`config.mk`:
```
export PLATFORM = sky130hd
export DESIGN_NAME = imm_decode_stage
export DESIGN_NICKNAME = d
export VERILOG_FILES = /design/src/rtl/imm_decode_stage.sv
export SDC_FILE = /design/constraint.sdc
export NUM_CORES = 1
export LEC_CHECK = 0
export CORE_AREA = 2 2 138 140
export DETAILED_ROUTE_END_ITERATION = 10
export DIE_AREA = 0 0 140 142
export GPL_ROUTABILITY_DRIVEN = 0
export MAX_ROUTING_LAYER = met4
export PLACE_DENSITY = 0.77
export SLEW_MARGIN = 25
export SYNTH_ARGS = -nofsm -noshare
export SYNTH_HDL_FRONTEND = slang
export SYNTH_SLANG_ARGS = --single-unit
```
`constraint.sdc`:
```
create_clock -name clk -period 3.7 [get_ports clk]
set_input_delay 0.37 -clock clk [delete_from_list [all_inputs] [get_ports clk]]
set_output_delay 0.37 -clock clk [all_outputs]
set_load 0.02 [all_outputs]
```
`src/rtl/imm_decode_stage.sv`:
```
// Fetch-to-execute decode stage: classifies the opcode into an immediate format and registers the
// sign-extended immediate with instr/pc behind a 2-entry skid buffer that has a flush path.

module immediate_decoder (
  input  logic [31:7] instr_i,
  input  logic [2:0]  type_i,
  output logic [31:0] imm_o
);

  // Assemble the immediate for each format, sign-extending from instr[31]
  always_comb begin
    imm_o = 32'd0;
    case (type_i)
      3'd0:    imm_o = {{20{instr_i[31]}}, instr_i[31:20]};
      3'd1:    imm_o = {{20{instr_i[31]}}, instr_i[31:25], instr_i[11:7]};
      3'd2:    imm_o = {{19{instr_i[31]}}, instr_i[31], instr_i[7], instr_i[30:25], instr_i[11:8], 1'b0};
      3'd3:    imm_o = {instr_i[31:12], 12'd0};
      3'd4:    imm_o = {{11{instr_i[31]}}, instr_i[31], instr_i[19:12], instr_i[20], instr_i[30:21], 1'b0};
      default: imm_o = 32'd0;
    endcase
  end

endmodule

module imm_decode_stage #(
  parameter int PC_WIDTH    = 32,
  parameter bit ZERO_NO_IMM = 1'b1
) (
  input  logic                clk,
  input  logic                rst_n,
  input  logic                flush,
  input  logic                in_valid,
  output logic                in_ready,
  input  logic [31:0]         in_instr,
  input  logic [PC_WIDTH-1:0] in_pc,
  output logic                out_valid,
  input  logic                out_ready,
  output logic [31:0]         out_instr,
  output logic [PC_WIDTH-1:0] out_pc,
  output logic [31:0]         out_imm,
  output logic [2:0]          out_imm_type,
  output logic                out_has_imm,
  output logic                out_illegal
);

  typedef enum logic [1:0] {ST_EMPTY = 2'd0, ST_ONE = 2'd1, ST_TWO = 2'd2} state_e;

  typedef struct packed {
    logic [31:0]         instr;
    logic [PC_WIDTH-1:0] pc;
    logic [31:0]         imm;
    logic [2:0]          imm_type;
    logic                has_imm;
    logic                illegal;
  } entry_t;

  state_e      state_q, state_d;
  entry_t      main_q, skid_q, new_s;
  logic        in_ready_q, out_valid_q;
  logic [2:0]  cls_type_s;
  logic        cls_has_s, cls_ill_s;
  logic [31:0] dec_imm_s;
  logic        accept_s, pop_s;

  // Opcode classification; anything unrecognised decodes as type I so the decoder never sees a bad type
  always_comb begin
    cls_type_s = 3'd0;
    cls_has_s  = 1'b0;
    cls_ill_s  = 1'b0;
    if (in_instr[1:0] != 2'b11) begin
      cls_ill_s = 1'b1;
    end else begin
      case (in_instr[6:0])
        7'b0000011, 7'b0010011, 7'b1100111, 7'b1110011, 7'b0001111: begin
          cls_type_s = 3'd0; cls_has_s = 1'b1;
        end
        7'b0100011:             begin cls_type_s = 3'd1; cls_has_s = 1'b1; end
        7'b1100011:             begin cls_type_s = 3'd2; cls_has_s = 1'b1; end
        7'b0110111, 7'b0010111: begin cls_type_s = 3'd3; cls_has_s = 1'b1; end
        7'b1101111:             begin cls_type_s = 3'd4; cls_has_s = 1'b1; end
        7'b0110011:             begin cls_type_s = 3'd0; cls_has_s = 1'b0; end
        default:                begin cls_type_s = 3'd0; cls_ill_s = 1'b1; end
      endcase
    end
  end

  immediate_decoder u_dec (
    .instr_i (in_instr[31:7]),
    .type_i  (cls_type_s),
    .imm_o   (dec_imm_s)
  );

  // Entry as it would be captured on acceptance this cycle
  always_comb begin
    new_s.instr    = in_instr;
    new_s.pc       = in_pc;
    new_s.imm_type = cls_type_s;
    new_s.has_imm  = cls_has_s;
    new_s.illegal  = cls_ill_s;
    if (ZERO_NO_IMM && !cls_has_s) begin
      new_s.imm = 32'd0;
    end else begin
      new_s.imm = dec_imm_s;
    end
  end

  assign accept_s = in_valid & in_ready_q;
  assign pop_s    = out_valid_q & out_ready;

  // Occupancy next state; flush overrides any handshake in the same cycle
  always_comb begin
    state_d = state_q;
    if (flush) begin
      state_d = ST_EMPTY;
    end else begin
      case (state_q)
        ST_EMPTY: state_d = accept_s ? ST_ONE : ST_EMPTY;
        ST_ONE: begin
          if (accept_s && !pop_s) begin
            state_d = ST_TWO;
          end else if (!accept_s && pop_s) begin
            state_d = ST_EMPTY;
          end else begin
            state_d = ST_ONE;
          end
        end
        ST_TWO:   state_d = pop_s ? ST_ONE : ST_TWO;
        default:  state_d = ST_EMPTY;
      endcase
    end
  end

  // State, registered handshake outputs and slot data; slots keep stale data when not valid
  always_ff @(posedge clk or negedge rst_n) begin
    if (!rst_n) begin
      state_q     <= ST_EMPTY;
      in_ready_q  <= 1'b1;
      out_valid_q <= 1'b0;
      main_q      <= '0;
      skid_q      <= '0;
    end else begin
      state_q     <= state_d;
      in_ready_q  <= (state_d != ST_TWO);
      out_valid_q <= (state_d != ST_EMPTY);
      if (!flush) begin
        case (state_q)
          ST_EMPTY: if (accept_s) main_q <= new_s;
          ST_ONE: begin
            if (accept_s && pop_s) begin
              main_q <= new_s;
            end else if (accept_s) begin
              skid_q <= new_s;
            end
          end
          ST_TWO:   if (pop_s) main_q <= skid_q;
          default:  main_q <= main_q;
        endcase
      end
    end
  end

  assign in_ready     = in_ready_q;
  assign out_valid    = out_valid_q;
  assign out_instr    = main_q.instr;
  assign out_pc       = main_q.pc;
  assign out_imm      = main_q.imm;
  assign out_imm_type = main_q.imm_type;
  assign out_has_imm  = main_q.has_imm;
  assign out_illegal  = main_q.illegal;

endmodule
```
-- Word level (Yosys, flattened, before mapping)
Index checks and enable logic that the tools add are counted.
- bits in registers: 206
- input bits: 69
- output and inout bits: 103
- logic and storage cells: 73
- equality and inequality tests: 22
- mux-type cells: 18
- bitwise logic cells: 4
- reduce and logical (&&, ||, !) cells: 14
- operators by type and width (cell ; number):
    101-bit 2-to-1 mux ; 3
    101-bit case mux with 3 select lines ; 1
    32-bit case mux with 5 select lines ; 1
    32-bit 2-to-1 mux ; 1
    7-bit equality test (second input constant) ; 4
    7-bit by 6-bit equality test with 1-bit output (second input constant) ; 3
    7-bit by 5-bit equality test with 1-bit output (second input constant) ; 2
    3-bit case mux with 4 select lines ; 1
    11-bit OR reduction ; 1
    2-bit != test (second input constant) ; 5
    10-bit OR reduction ; 1
    7-bit by 2-bit equality test with 1-bit output (second input constant) ; 1
    7-bit by 4-bit equality test with 1-bit output (second input constant) ; 1
    3-bit by 2-bit equality test with 1-bit output (second input constant) ; 2
    1-bit 2-to-1 mux ; 6
    2-bit 2-to-1 mux ; 3
    2-bit case mux with 3 select lines ; 1
    5-bit AND reduction ; 1
    4-bit AND reduction ; 1
    3-bit by 1-bit equality test with 1-bit output (second input constant) ; 1
    3-bit equality test (second input constant) ; 1
    1-bit logical AND ; 3
    3-bit logical NOT ; 1
    3-bit 2-to-1 mux ; 1
    other kinds (9) ; 12

-- Logic depth before layout (Yosys ltp)
- depth after elaboration: 9
- depth in mapped cells: 11
- gate-level depth less buffers: 8

-- Modules after synthesis
A second synthesis with hierarchy kept.
- cells, all modules: 848
- area, all modules: 9130.0 µm²
- modules (own cells, without submodules) (module ; times used ; cells an instance ; area each (µm²) ; sequential area each (µm²)):
    imm_decode_stage ; 1 ; 754 ; 8589.5 ; 5156.2
    immediate_decoder ; 1 ; 94 ; 540.5 ; 0.0

-- Worst setup path after synthesis
No wires, ideal clock.
- kind: register to register
- from: register in_ready_q, in the netlist in_ready
- to: register main_q, in the netlist out_imm_type[1]
- setup time: 0.125 ns
- data arrival time: 2.019 ns
- data required time: 3.575 ns
- slack: 1.556 ns
- cell stages (with the launch flop): 9
- path buffers: 2
- period minus slack after synthesis: 2.144 ns
- path through: dfstp_2 -> and2_1 -> ha_1 -> nand2_1 -> a21oi_1 -> o21ba_2 -> buf_2 -> buf_4 -> mux2_2
- cells in the longest elaborated chain, start to end: 4
- elaborated cells between the ends (all ways): 5
- those cells by class: eq/ne (2); bitwise (1); reduce/logical (2)
- ends and longest elaborated chain (item ; line ; RTL):
    from (decl) ; 59 ; logic in_ready_q, out_valid_q;
    from (signal assigned) ; 143 ; in_ready_q <= (state_d != ST_TWO);
    1-bit AND (*) ; 107 ; assign accept_s = in_valid & in_ready_q;
    1-bit logical AND ; 149 ; if (accept_s && pop_s) begin
    2-bit != test (no source line) ; -- ;
    5-bit AND reduction (no source line) (*) ; -- ;
    to (signal assigned) ; 147 ; ST_EMPTY: if (accept_s) main_q <= new_s;
    to (signal assigned) ; 150 ; main_q <= new_s;
    to (signal assigned) ; 155 ; ST_TWO: if (pop_s) main_q <= skid_q;
    to (decl) ; 58 ; entry_t main_q, skid_q, new_s;
Every way passes the cells marked *; elsewhere a longest branch is shown, timed or not.
A chain may end at the register's enable or synchronous reset.

-- Worst setup path after layout
- from: register in_ready_q, in the netlist in_ready
- to: register main_q, in the netlist out_pc[31]
The elaborated chain is that of the path after synthesis.

==> impl_metrics.tcl <==
set metrics [dict create \
    critPathCapture "out_pc[31]$_DFFE_PN0P_" \
    drt_first_pass_iters 9 \
    fin_crit_ns 2.61 \
    vias_per_cell 5.54 \
    required_ns 4.11 \
    synth_ff_type "dfrtp_1" \
    synth_area_per_cell_sq_um 8.90 \
    critical_path.max_fanout 62 \
    area_delta_synth_final_pct 28.3 \
    cp_slowest_stage_delay_ns 0.54 \
    synth.distinct_cells 55 \
    arrival_ns 3.02 \
    synth_top_area_cell "dfrtp_1" \
    reg2reg_to "out_pc[31]$_DFFE_PN0P_" \
    core_sq_mm 0.0185 \
    grtUsageMet2 0.392 \
    p_leak_nw 5.34 \
    clk_latency_ns 0.50 \
    num_vias 7789 \
    r2r-start "in_ready$_DFF_PN1_" \
    num_antenna_cells 0 \
    synth-edff-count 0 \
    stdcell_area_sq_mm 0.0117 \
    dp_hpwl_mm 15.4 \
    io_buffer_count 171 \
    rrSetupSlack_ns 1.09 \
    ys.warnings.count 0 \
    top_usage_layer "met2" \
    cap_violations 0 \
    synth_cells 1024 \
    detail-route-antenna-nets 0 \
    pwr-share-seq 0.432 \
    combPwrFrac 0.278 \
    power.internal_w 0.00509 \
    start_util 0.494 \
    outcome "complete, but fails checks" \
    powerDensity_mw_per_mm2 635 \
    yosysSeqAreaShare 0.566 \
    first_iter_violations 676 \
    path_cells "and2_1 -> ha_1 -> nand2_1 -> a21oi_1 -> o21ba_4 -> buf_12 -> nor2_1 -> a31oi_1" \
    cts_root_buf "clkbuf_16" \
    wl_per_cell_um 17.2 \
    crit_slowest_cell "dfstp_2" \
    worst_slew_pin_slew_ns 0.732 \
    cts.clk_slew.worst_paths_ns 0.06 \
    drive_gt1_frac 0.0623 \
    grt_util_met1 0.346 \
    cts_resized 0 \
    met3_usage 0.0373 \
    antenna_found_initial 0 \
    critical_path.startpoint "in_ready$_DFF_PN1_" \
    postPlaceCellArea_sq_mm 0.0110 \
    start_kind "register" \
    synth_top_area_frac 0.563 \
    fin_worst_skew_ns 0.00962 \
    endpoint_kind "register" \
    die_x_um 140 \
    grt_first_pass_wirelength_mm 39.1 \
    synthTopCellsByArea "dfrtp_1 56%, nand2_1 15%, nor2_1 5.0%" \
    grt_pass1_vias 7409 \
    ys_async_sr_fraction 1.00 \
    p_clk_frac 0.290 \
    htree_levels 1 \
    syn_area_sq_mm 0.00911 \
    max_slew_margin 0.512 \
    final_nets 1232 \
    cts.sinks 206 \
    power_switching_share 0.314 \
    net-switching-power_w 0.00233 \
    cts_tree "built" \
    setup_viol 0 \
    vdd_drop_max_mv 0.332 \
    wirelength_mm 24.2 \
    grt_setup_unrepaired "false" \
    holdWs_ns 0.437 \
    timing.fmax_mhz 384 \
    path_class "register to register" \
    cts_buffer_depth 3 \
    pin_count 172 \
    hold_violations 0 \
    globalRouteTotalUtil 0.249 \
    grt-ovfl-total 0 \
    drc 20 \
    drv_slew 0 \
    cts_made_buffers 22 \
    min_path_type "input pin to register" \
    timing.final.crit_share 0.705 \
    ys_ff_latch 206 \
    rows 50 \
    grt_max_degree 122 \
    die_h_um 142 \
    dieArea_sq_mm 0.0199 \
    syn_nets 1095 \
    reg2regPathDepth 8 \
    finalSetupTns_ns 0 \
    violations "design-rule violations" \
]
-- worst max-delay path, delay by kind of cell, from the launching register on --
family	cells	cell delay, ns
AO/OA/AOI/OAI	3	1.09
flip-flops	1	0.54
AND/OR/NAND/NOR	3	0.36
buffers and inverters	1	0.32
adder cells (fa/ha/maj)	1	0.20
-- layout by cell type, fill, tap and decap left out, types with 2 or more instances in the layout --
cell,instances
a31oi_1,65
o22ai_1,9
inv_1,5
clkbuf_16,23
a21oi_1,27
ha_1,2
and2_1,4
a32oi_1,6
nor2_1,122
o21ai_0,21
buf_4,14
dfrtp_1,205
nand2b_1,2
nand2_1,376
nor2b_1,2
a221oi_1,17
clkdlybuf4s50_1,170
a22o_1,10
a21o_1,12
o21bai_1,2
clkbuf_8,6
buf_12,4
o31ai_1,16
a21oi_2,5
clkbuf_1,5
a22oi_1,5
-- flip-flops by register name, indices dropped and copies added (netlist names) --
signal,flops
in_ready,1
out_instr,32
skid_q,101
out_imm_type,3
out_illegal,1
out_pc,32
state_q,2
out_has_imm,1
out_imm,32
out_valid,1
-- metrics by stage --
step,cells,worst slack (ns),util,total power (W)
2_1_floorplan,1024,1.56,-,0.00427
3_3_place_gp,1370,0.892,0.595,0.00523
3_5_place_dp,1370,0.756,0.595,0.00530
4_1_cts,1406,1.08,0.633,0.00747
5_1_grt,1406,0.884,0.633,0.00781
6_report,1406,1.09,0.633,0.00742
-- cell families (layout without fill, tap and decap cells) --
family | after synthesis | in the layout | synth area share
compound gates | 207 | 207 | 0.158
fa+ha+maj | 2 | 2 | 0.00275
buf+inv | 83 | 231 | 0.0417
flops | 206 | 206 | 0.566
mux | 1 | 1 | 0.00124
simple gates | 525 | 525 | 0.231
-- worst min-delay path by stage --
stage / end / startpoint / slack (ns) / cells past startpoint
3_3_place_gp: skid_q[0]$_DFFE_PN0P_ / skid_q[0]$_DFFE_PN0P_ / 0.45 / 2
2_1_floorplan: out_has_imm$_DFFE_PN0P_ / rst_n / 0.07 / 0
6_report: skid_q[66]$_DFFE_PN0P_ / in_pc[29] / 0.44 / 3
3_5_place_dp: skid_q[0]$_DFFE_PN0P_ / skid_q[0]$_DFFE_PN0P_ / 0.46 / 2
5_1_grt: skid_q[53]$_DFFE_PN0P_ / in_pc[16] / 0.45 / 3
4_1_cts: skid_q[39]$_DFFE_PN0P_ / in_pc[2] / 0.43 / 3
-- cell type report --
cell class,count,area [sq um]
clock inverter,2,35.0
fill,1527,6770
multi-input combinational,735,3610
sequential,206,5160
inverter,6,22.5
clock buffer,33,663
timing repair buffer,190,1910
tap,234,293
-- power groups by stage --
stage / clock network [W] / logic [W] / registers (W)
floorplan: 0 / 0.000723 / 0.00355
global placement: 0 / 0.00201 / 0.00322
detailed placement: 0 / 0.00206 / 0.00324
CTS: 0.00219 / 0.00208 / 0.00321
global route: 0.00228 / 0.00225 / 0.00328
finish: 0.00215 / 0.00206 / 0.00321
-- metal layers --
metal / wire [um] / part of all wire
met5: 0 / 0
met4: 461 / 0.019
met2: 11100 / 0.46
met3: 2010 / 0.083
met1: 10500 / 0.44
-- cell usage after synthesis (2+ instances only) --
library cell and n:
nor2b_1 3, buf_1 6, a221oi_1 17, ha_1 2, buf_2 24, o21bai_1 3
a22oi_1 5, nand3_1 2, and2_1 4, clkbuf_1 38, a21oi_1 27, dfrtp_1 205
o21ai_0 21, nor2_1 122, nand2_1 376, buf_4 6, nand2b_1 3, o31ai_1 16
a31oi_1 65, buf_6 2, a21o_1 12, inv_1 6, o22ai_1 9, a22o_1 10
a21oi_2 5, a32oi_1 6
-- timing repair --
action / in CTS / in global routing
hold endpoints to repair: 84 / 0
hold buffers: 1 / 0
buffers inserted: 0 / 0
Power figures use the tool's default switching activity.
